==> src/rtl/imem_loader_pkg.sv <==
// Shared definitions for the instruction-memory loader: FSM state encodings,
// default program base address and header length.
package imem_loader_pkg;

  localparam logic [31:0] DEFAULT_BASE_ADDR = 32'h0000_1000;
  localparam int          HDR_BYTES         = 4;

  typedef enum logic [2:0] {
    IDLE  = 3'd0,
    HDR   = 3'd1,
    LOAD  = 3'd2,
    WRITE = 3'd3,
    DONE  = 3'd4,
    ERROR = 3'd5
  } state_t;

endpackage

==> src/rtl/imem_loader_byte_assembler.sv <==
// Little-endian 8->32 assembler: the first byte of each group lands in bits [7:0];
// word_valid pulses combinationally in the cycle the fourth byte is accepted.
module imem_loader_byte_assembler
  import imem_loader_pkg::*;
(
  input  logic        clk,
  input  logic        rst_n,
  input  logic        clear,
  input  logic        byte_valid,
  input  logic [7:0]  byte_data,
  output logic [31:0] word,
  output logic        word_valid
);

  logic [1:0]  cnt;
  logic [23:0] sr;

  always_ff @(posedge clk) begin
    if (!rst_n) begin
      cnt <= '0;
    end else if (clear) begin
      cnt <= '0;
    end else if (byte_valid) begin
      cnt <= cnt + 2'd1;
    end
  end

  // Only the three earlier bytes need storage; the fourth is taken straight from the input.
  always_ff @(posedge clk) begin
    if (byte_valid) begin
      sr <= {byte_data, sr[23:8]};
    end
  end

  assign word       = {byte_data, sr};
  assign word_valid = byte_valid && (cnt == 2'(HDR_BYTES - 1));

endmodule

==> src/rtl/imem_loader.sv <==
// Loads a length-prefixed little-endian byte stream into instruction memory and
// releases the cpu from reset only after a complete, valid load.
module imem_loader
  import imem_loader_pkg::*;
#(
  parameter logic [31:0] BASE_ADDR = DEFAULT_BASE_ADDR,
  parameter int          DEPTH     = 64,
  parameter int          CNT_W     = 7
) (
  input  logic             clk,
  input  logic             rst_n,
  input  logic             start,
  input  logic             in_valid,
  output logic             in_ready,
  input  logic [7:0]       in_data,
  output logic             imem_we,
  output logic [31:0]      imem_addr,
  output logic [31:0]      imem_wdata,
  output logic             cpu_rst_n,
  output logic             busy,
  output logic             done,
  output logic             error,
  output logic [CNT_W-1:0] words_loaded
);

  state_t           state_q, state_d;
  logic [CNT_W-1:0] word_idx, n_words;
  logic [31:0]      addr_q, wdata_q;
  logic [31:0]      word;
  logic             word_valid;
  logic             take, launch, hdr_bad, last_word;

  assign in_ready  = (state_q == HDR) || (state_q == LOAD);
  assign busy      = (state_q == HDR) || (state_q == LOAD) || (state_q == WRITE);
  assign done      = (state_q == DONE);
  assign error     = (state_q == ERROR);
  assign cpu_rst_n = (state_q == DONE);
  assign imem_we   = (state_q == WRITE);
  assign imem_addr  = addr_q;
  assign imem_wdata = wdata_q;

  assign take      = in_valid && in_ready;
  assign launch    = start && !busy;
  assign hdr_bad   = (word == 32'd0) || (word > 32'(DEPTH));
  assign last_word = (word_idx == n_words - CNT_W'(1));

  imem_loader_byte_assembler u_asm (
    .clk        (clk),
    .rst_n      (rst_n),
    .clear      (launch),
    .byte_valid (take),
    .byte_data  (in_data),
    .word       (word),
    .word_valid (word_valid)
  );

  always_ff @(posedge clk) begin
    if (!rst_n) state_q <= IDLE;
    else        state_q <= state_d;
  end

  always_comb begin
    state_d = state_q;
    case (state_q)
      IDLE:        if (start) state_d = HDR;
      HDR:         if (word_valid) state_d = hdr_bad ? ERROR : LOAD;
      LOAD:        if (word_valid) state_d = WRITE;
      WRITE:       state_d = last_word ? DONE : LOAD;
      DONE, ERROR: if (start) state_d = HDR;
      default:     state_d = IDLE;
    endcase
  end

  // Address/data are latched as the word completes so they are stable during WRITE
  // and keep the last written values afterwards.
  always_ff @(posedge clk) begin
    if (!rst_n) begin
      word_idx     <= '0;
      n_words      <= '0;
      words_loaded <= '0;
      addr_q       <= '0;
      wdata_q      <= '0;
    end else begin
      if (launch) begin
        word_idx     <= '0;
        words_loaded <= '0;
      end
      if (state_q == HDR && word_valid && !hdr_bad) begin
        n_words  <= word[CNT_W-1:0];
        word_idx <= '0;
      end
      if (state_q == LOAD && word_valid) begin
        addr_q  <= BASE_ADDR + (32'(word_idx) << 2);
        wdata_q <= word;
      end
      if (state_q == WRITE) begin
        words_loaded <= words_loaded + CNT_W'(1);
        if (!last_word) word_idx <= word_idx + CNT_W'(1);
      end
    end
  end

endmodule

==> config.mk <==
export PLATFORM = sky130hd
export DESIGN_NAME = imem_loader
export DESIGN_NICKNAME = d
export VERILOG_FILES = /design/src/rtl/imem_loader_pkg.sv /design/src/rtl/imem_loader_byte_assembler.sv /design/src/rtl/imem_loader.sv
export SDC_FILE = /design/constraint.sdc
export NUM_CORES = 1
export LEC_CHECK = 0
export ABC_AREA = 1
export ABC_CLOCK_PERIOD_IN_PS = 1500
export BUFFER_PORTS_ARGS = -buffer_cell sky130_fd_sc_hd__buf_2
export CORE_UTILIZATION = 26
export DETAILED_ROUTE_END_ITERATION = 12
export PLACE_DENSITY_LB_ADDON = 0.05
export SETUP_SLACK_MARGIN = 0.05
export SLEW_MARGIN = 30
export SYNTH_ARGS = -nofsm -noshare
export SYNTH_HDL_FRONTEND = slang
export SYNTH_SLANG_ARGS = --single-unit
==> constraint.sdc <==
create_clock -name clk -period 1.5 [get_ports clk]
set_input_delay 0.15 -clock clk [delete_from_list [all_inputs] [get_ports clk]]
set_output_delay 0.15 -clock clk [all_outputs]
set_load 0.005 [all_outputs]
# Word level (Yosys, flattened, before mapping)
# Cells that the tools add are included.
[classes] n_addsub=5 multipliers=0 n_div=0 order_cmp=1 eq_ne=10 n_shift=0 muxes=12 bitwise_logic=1 n_reduce_logical=17
[ops] cell="7-bit two-way mux" n=6
[ops] cell="32-bit by 7-bit greater-than comparator with 1-bit output (second input constant)" n=1
[ops] cell="32-bit zero test" n=1
[ops] cell="3-bit two-way mux" n=5
[ops] cell="13-bit by 9-bit adder with 14-bit output (first input constant)" n=1
[ops] cell="7-bit by 1-bit adder with 7-bit output (second input constant)" n=2
[ops] cell="3-bit one-hot mux with 4 select lines" n=1
[ops] cell="7-bit == test" n=1
[ops] cell="7-bit by 1-bit subtractor with 7-bit output (second input constant)" n=1
[ops] cell="3-bit by 2-bit == test with 1-bit output (second input constant)" n=2
[ops] cell="3-bit == test (second input constant)" n=2
[ops] cell="1-bit logical AND" n=6
[ops] cell="2-bit inequality test (second input constant)" n=2
[ops] cell="3-bit by 1-bit == test with 1-bit output (second input constant)" n=1
[ops] cell="3-bit zero test" n=1
[ops] cell="1-bit logical OR" n=3
[ops] cell="3-bit AND reduction" n=1
[ops] cell="3-bit OR reduction" n=1
[ops] cell="2-bit by 1-bit adder with 2-bit output (second input constant)" n=1
[ops] cell="2-bit == test (second input constant)" n=1
[ops] cell="1-bit zero test" n=2
[ops] cell="2-bit by 1-bit inequality test with 1-bit output (second input constant)" n=1
[ops] cell="2-bit nonzero test" n=1
[ops] cell="2-bit OR reduction" n=1
[ops] cell="1-bit inverter" n=1
[totals] ff_bits=114 latch_bits=0 ram_bits=0 mem_bits_ro=0 wordCells=54 mem_count=0

# Logic depth before layout (Yosys ltp)
# Gate-level depths: netlist of run 1.
[depth] word_depth=9 depth_mapped=13

# Modules after synthesis
# From an unflattened synthesis of run 1, not the netlist that was laid out.
[unflattened] cells_unflattened=512 hier_area_um2=4075.2
[modules_own_cells] mod="imem_loader" n_inst=1 cells_per_inst=464 area_per_inst_um2=3189.3 seq_area_each_um2=1281.2
[modules_own_cells] mod="imem_loader_byte_assembler" n_inst=1 cells_per_inst=48 area_per_inst_um2=885.8 seq_area_each_um2=760.7

# Least setup slack after synthesis of run 1
# Ideal clock, no wire load.
[synth_path] path_kind="reg2reg" start="reg n_words[0]" end="reg word_idx[2]" setup_ns=0.113 t_arrival_ns=1.499 required_time_ns=1.387 path_slack_ns=-0.112 stages_incl_launch_ff=14 path_buffers=1 synth_period_minus_slack_ns=1.612 path_cell_list="dfxtp_1 -> inv_1 -> ha_1 -> inv_1 -> nand2_1 -> nand2_1 -> nand2_1 -> nor2_1 -> nand3_1 -> o21bai_2 -> buf_4 -> nand2_1 -> nand2_1 -> nor2_1"
[synth_via] elab_chain_cells=4
[synth_lines] element="start, declared" line="imem_loader.sv:27" source="logic [CNT_W-1:0] word_idx, n_words;"
[synth_lines] element="start signal, assigned" line="imem_loader.sv:89" source="n_words <= word[CNT_W-1:0];"
[synth_lines] element="7-bit by 1-bit subtractor with 7-bit output" line="imem_loader.sv:45" source="assign last_word = (word_idx == n_words - CNT_W'(1));"
[synth_lines] element="7-bit == test" line="imem_loader.sv:45"
[synth_lines] element="7-bit two-way mux" line="imem_loader.sv:98" source="if (!last_word) word_idx <= word_idx + CNT_W'(1);"
[synth_lines] element="7-bit two-way mux" line="imem_loader.sv:96" source="if (state_q == WRITE) begin"
[synth_lines] element="end signal, assigned" line="imem_loader.sv:98"
[synth_lines] element="end, declared" line="imem_loader.sv:27"
# No other way between the ends.
# A chain may end at the register's enable or synchronous reset.

# Worst setup path in the final report of run 1
[layout_path] start="reg n_words[1]" end="reg word_idx[2]"
# Same word-level chain as after synthesis.

==> out/results.ini, run 1 <==
[clocking]
cts_max_level=3
cts_tree=yes
clock_latency_ns=0.35
clkSlewWorstSetupHoldPaths_ns=0.07
cts_inserted_buffers=9
clock-sinks=90
cts_root_buf=clkbuf_16
clockBufferDepth=2
cts_hold_buf=0

[yosys]
synth_cell_type_count=33
synthMostInstantiatedCell=nand2_1
synth_edf_count=24
yosys_register_bits=90
synth_commonest_cells=nand2_1 (107), dfxtp_1 (66), nor2_1 (63)
synthArstFlopShare_pct=0
ys_seq_area_share_pct=50.4
synth_top_area_share_pct=32.6
ys.flop_type=dfxtp_1
synthTopCellsByArea=dfxtp_1 (33%), edfxtp_1 (18%), nand2_1 (9.9%)
netlist_area_sq_mm=0.00405
yosysTopAreaCell=dfxtp_1
yosysWarnings=0
synthCells=509
avgSynthCellArea_sq_um=7.96

[power]
p_leak_nw=2.73
p_per_area_mw_per_mm2=853
switching_share_pct=25.7
seqPwrFrac_pct=45.5
internal_power_mw=4.28
power.net_switching_mw=1.48
power_frac_clock_pct=40.4
p_comb_share_pct=14.0
peakVddDrop_v=0.000777
power_mw=5.76

[grt]
grt_pass1_wl_microns=19500
grt_max_degree=28
antenna_found_initial=0
grt_pass1_vias=3773
grtUsageTotal_pct=15.9
gr-total-overflow=0

[worst_hold_path]
worstHoldStart=in_data[1]
hold_depth=2
hp-class=in -> reg
hold_end=u_asm.sr[17]

[placed_design]
dpl.cell_count=810
io_buffers=64
dp_slack_ns=-0.215
place_congestion=0.786
dp_hpwl_microns=8290

[sta]
timing.clock.skew_ns=0.0116
hold_viol_final=0
timing.fmax_mhz=599
rsz0062_at_grt=yes
setup_viol=48
worst_slack_ns=-0.169
min_period_ns=1.67
fin_crit_sh_pct=111
holdWs_ns=0.0876
final_max_slew_viol_count=0

[drt]
antenna_left=0
vias_per_cell=4.44
drt_iter0_drc=125
wl_microns=12600
num_vias=3802
drtPass1Iterations=4
drc=0
wl_per_cell_microns=14.7

[finish]
insertedDiodeCount=0
final_cells=857
drive_gt1_share_pct=52.3
finish.utilization_pct=44.5
nNetsFinal=680
layout-area-overhead-vs-synth_pct=66.7

[setup_path]
required_ns=1.74
critPathLaunch=n_words[1]
rr_worst_depth=13
endpoint_kind=flop
reg2reg_slack_ns=-0.17
crit_type=reg -> reg
r2r-end=word_idx[2]
worstPathMaxFanout=6
start_kind=flop
arrival_ns=1.91
reg2reg_from=n_words[1]

[floorplanning]
num_io_pins=89
start_util_pct=26.7
rows=45
die_y_microns=127
die_w_microns=127
die-area_sq_mm=0.0161
coreArea_sq_mm=0.0152

[outcome]
violations=negative setup slack
outcome=finished with violations

[flow_run]
maxCapViolCount=0

-- routing by layer --
metal	up-vias	part of all wire (%)	GRT usage [%]	routed length, microns
met3	15	3.6	3.88	458
li1	1928	-	-	-
met2	66	53	29.2	6710
met1	1793	41	17.8	5190
met5	-	0	0	0
met4	0	1.8	5.53	225
-- power by group through the flow --
stage	Clock [mW]	Sequential [mW]	Combinational, mW
6_report	2.33	2.62	0.809
5_1_grt	2.51	2.63	0.876
4_1_cts	2.41	2.62	0.649
3_5_place_dp	0	2.67	0.556
3_3_place_gp	0	2.67	0.557
2_1_floorplan	0	2.67	0.272
-- cells by family (layout without fill, tap and decap cells) --
kind of cell | after synthesis | in the layout | synth area share, %
adders and majority gates | 4 | 4 | 1.23
other | 1 | 24 | 0.0925
and+or+nand+nor | 238 | 238 | 25.2
DFF | 90 | 90 | 50.4
buffers and inverters | 91 | 228 | 11.6
AOI/OAI and AO/OA | 79 | 79 | 10.2
xor gates and xnor gates | 6 | 6 | 1.30
-- what timing repair did --
action | CTS | global route
pin swaps | 34 | 34
buffers inserted | 14 | 17
endpoints found under the setup margin | 67 | 88
resized for setup | 142 | 132
cloned | 9 | 3
hold endpoints to repair | 0 | 0
-- sequential cells by signal, indices dropped and copies added, names as in the netlist --
signal / count
imem_wdata: 32
u_asm.sr: 24
imem_addr: 8
n_words: 7
word_idx: 7
words_loaded: 7
state_q: 3
u_asm.cnt: 2
-- final cells by class --
| cell class | instances | area, sq um |
|---|---|---|
| Timing Repair Buffer | 168 | 1520 |
| Sequential cell | 90 | 2060 |
| Fill cell | 1529 | 8440 |
| Clock inverter | 6 | 73.8 |
| Inverter | 44 | 188 |
| Clock buffer | 10 | 229 |
| Multi-Input combinational cell | 351 | 2450 |
| Tap cell | 188 | 235 |
-- placed cells by master (no fill, tap or decap), drive strengths merged, types with 5 or more instances in the layout --
cell	netlist	final
a21oi	59	59
buf	38	165
clkbuf	9	13
conb	1	24
dfxtp	66	66
edfxtp	24	24
inv	43	44
nand2	110	110
nand3	55	55
nor2	64	64
o21ai	14	14
xor2	5	5
-- worst max-delay path: stages, from the launching register on --
cell and delay (ns):
dfxtp_2 0.34, inv_2 0.05, ha_4 0.24, inv_2 0.04, nand2_1 0.03, nand2_1 0.06
nand2_1 0.05, nor2_2 0.10, nand3_2 0.12, o21bai_4 0.22, buf_12 0.16, nand2_2 0.04
nand2_1 0.05, nor2_1 0.04
-- worst max path at each step --
stage                                  to  slack [ns]  cells after the start
after floorplan               word_idx[2]       0.003                     12
after global placement    words_loaded[6]       -0.19                     10
after detailed placement      word_idx[0]       -0.22                     12
after CTS                     word_idx[0]       -0.19                     13
after global routing          word_idx[4]       -0.30                     13
final                         word_idx[2]       -0.17                     13
-- through the flow --
stage	setup TNS, ns	instance area (sq um)
3_5_place_dp	-3.18	5020
5_1_grt	-8.55	6760
2_1_floorplan	0	4170
3_3_place_gp	-2.98	5020
4_1_cts	-3.73	6150
6_report	-3.07	6760
Note: power is estimated with default switching activity, not from simulation.
==> inputs of run 2 (changes only) <==
--- a/config.mk
+++ b/config.mk
@@ -8,6 +8,7 @@
 export ABC_AREA = 1
 export ABC_CLOCK_PERIOD_IN_PS = 1500
 export BUFFER_PORTS_ARGS = -buffer_cell sky130_fd_sc_hd__buf_2
+export CORE_MARGIN = 2
 export CORE_UTILIZATION = 26
 export DETAILED_ROUTE_END_ITERATION = 12
 export PLACE_DENSITY_LB_ADDON = 0.05
==> run 2 against run 1 <==
Net effect: the flow still finishes with violations (negative setup slack); clock power is essentially flat; non-clock buffer count shrank 13; routed wire length shrank 3.9%; critical endpoint is now state_q[1]; flip-flop and latch count is the same; clock-buffer cell count is the same; power shrank 2.5%; die area grew 3.2%; cell area shrank 6.8%; register-to-register slack gained 0.02 ns; hold slack lost 0.00086 ns.
==> out/results.ini, run 2 (synthesis results as in run 1) <==
[outcome]
outcome=finished with violations
violations=negative setup slack

[setup_path]
start_kind=flop
crit_slowest_cell=dfxtp_2
cp_cell_sequence=inv_2, ha_4, inv_2, nand2_1, nand2_1, nand2_1, nor2_2, nand3_2, o21bai_4, buf_6, nand2_2, nand2_2, a21oi_2
worstPathMaxFanout=3
crit_type=reg -> reg
cp_common_cell=nand2_1
max_stage_delay_ns=0.33
required_ns=1.72
endpoint_kind=flop
arrival_ns=1.87

[clocking]
clkSlewWorstSetupHoldPaths_ns=0.07
clock-sinks=90
cts_root_buf=clkbuf_16
clockBufferDepth=2
clock_latency_ns=0.35
cts_max_level=3
cts_tree=yes
cts_hold_buf=0
cts_inserted_buffers=9

[power]
p_comb_share_pct=12.1
p_per_area_mw_per_mm2=892
power_mw=5.62
switching_share_pct=25.4
internal_power_mw=4.19
power_frac_clock_pct=41.2
power.net_switching_mw=1.43
seqPwrFrac_pct=46.7
p_leak_nw=2.58
peakVddDrop_v=0.000560

[flow_run]
maxCapViolCount=0

[placed_design]
place_congestion=0.752
dp_hpwl_microns=8110
io_buffers=64
post_dp_cell_area_sq_mm=0.00497

[sta]
worst_slack_ns=-0.146
min_period_ns=1.65
timing.fmax_mhz=607
setup_viol=13
rsz0062_at_grt=yes
hold_viol_final=0
final_max_slew_viol_count=0
fin_crit_sh_pct=110
holdWs_ns=0.0868
timing.clock.skew_ns=0.0123

[drt]
num_vias=3706
drt_iter0_drc=132
vias_per_cell=4.39
drc=0
drtPass1Iterations=4
wl_microns=12100
antenna_left=0
wl_per_cell_microns=14.3

[floorplanning]
die-area_sq_mm=0.0166
rows=45
coreArea_sq_mm=0.0152
start_util_pct=26.7
die_y_microns=129
die_w_microns=129
num_io_pins=89

[finish]
nNetsFinal=667
largest_reg_flops=32
final_common_cell=nand2_1
finish.utilization_pct=41.4
layout_common_cells=nand2_1 (68), buf_2 (62), buf_4 (62)
layout-area-overhead-vs-synth_pct=55.4
drive_gt1_share_pct=48.0
insertedDiodeCount=0
design_area_sq_mm=0.00630

[worst_hold_path]
hp-class=in -> reg

[grt]
grtUsageTotal_pct=14.4
antenna_found_initial=0
grt_max_degree=31
gr-total-overflow=0
grt_pass1_vias=3538
grt_pass1_wl_microns=18200

-- run 2: cell types whose count changed in the layout (fill, tap and decap cells not counted), sizes merged --
cell      before  now
clkinvlp       4    2
clkbuf        13   14
clkinv         1    3
buf          165  151
-- run 2: path summary, 6_finish.rpt --
path,startpoint,endpoint,slack (ns),depth (start not counted)
min reg2reg,imem_addr[12],imem_addr[12],0.45,2
min,in_data[2],u_asm.sr[18],0.09,2
max,n_words[1],state_q[1],-0.15,13
max reg2reg,n_words[1],state_q[1],-0.15,13
-- run 2: what timing repair did --
| action | in CTS | in global routing |
|---|---|---|
| endpoints found under the hold margin | 0 | 0 |
| buffers inserted | 12 | 9 |
| pin swaps | 16 | 31 |
| gates resized for setup | 91 | 120 |
| setup endpoints to repair | 76 | 63 |
| gates cloned | 4 | 4 |
-- run 2: layer usage --
metal | GRT usage (%) | part of all wire (%) | vias to the layer above
li1 | - | - | 1904
met1 | 17.9 | 45 | 1724
met3 | 2.45 | 2.5 | 17
met4 | 6.84 | 2.3 | 0
met5 | 0 | 0 | -
met2 | 24.3 | 50 | 61
-- run 2: final cells by class --
type	count	area [sq um]
Tap cell	188	235
Clock inverter	6	65.1
Inverter	44	190
Fill cell	1532	8900
Timing Repair Buffer	155	1260
Multi-Input combinational cell	351	2260
Clock buffer	10	229
Sequential cell	90	2050
-- run 2: power groups by stage --
stage	Sequential (mW)	Combinational (mW)	Clock [mW]
final	2.63	0.680	2.31
after global routing	2.63	0.749	2.47
after CTS	2.62	0.638	2.38
after detailed placement	2.67	0.527	0
after global placement	2.67	0.525	0
after floorplan	2.67	0.272	0
-- run 2: critical path: cells and delay by family, from the launching register on --
family          cells  cell delay [ns]
simple gates        7             0.43
compound gates      2             0.27
buf+inv             3             0.22
flops               1             0.33
fa+ha+maj           1             0.24
-- run 2: through the flow --
stage               setup WS (ns)  std cells  setup TNS [ns]
floorplan                 0.00334        532               0
global placement           -0.196        806           -2.56
detailed placement         -0.211        806           -2.79
CTS                        -0.173        837           -1.51
global route               -0.267        844           -5.53
finish                     -0.146        844           -1.08
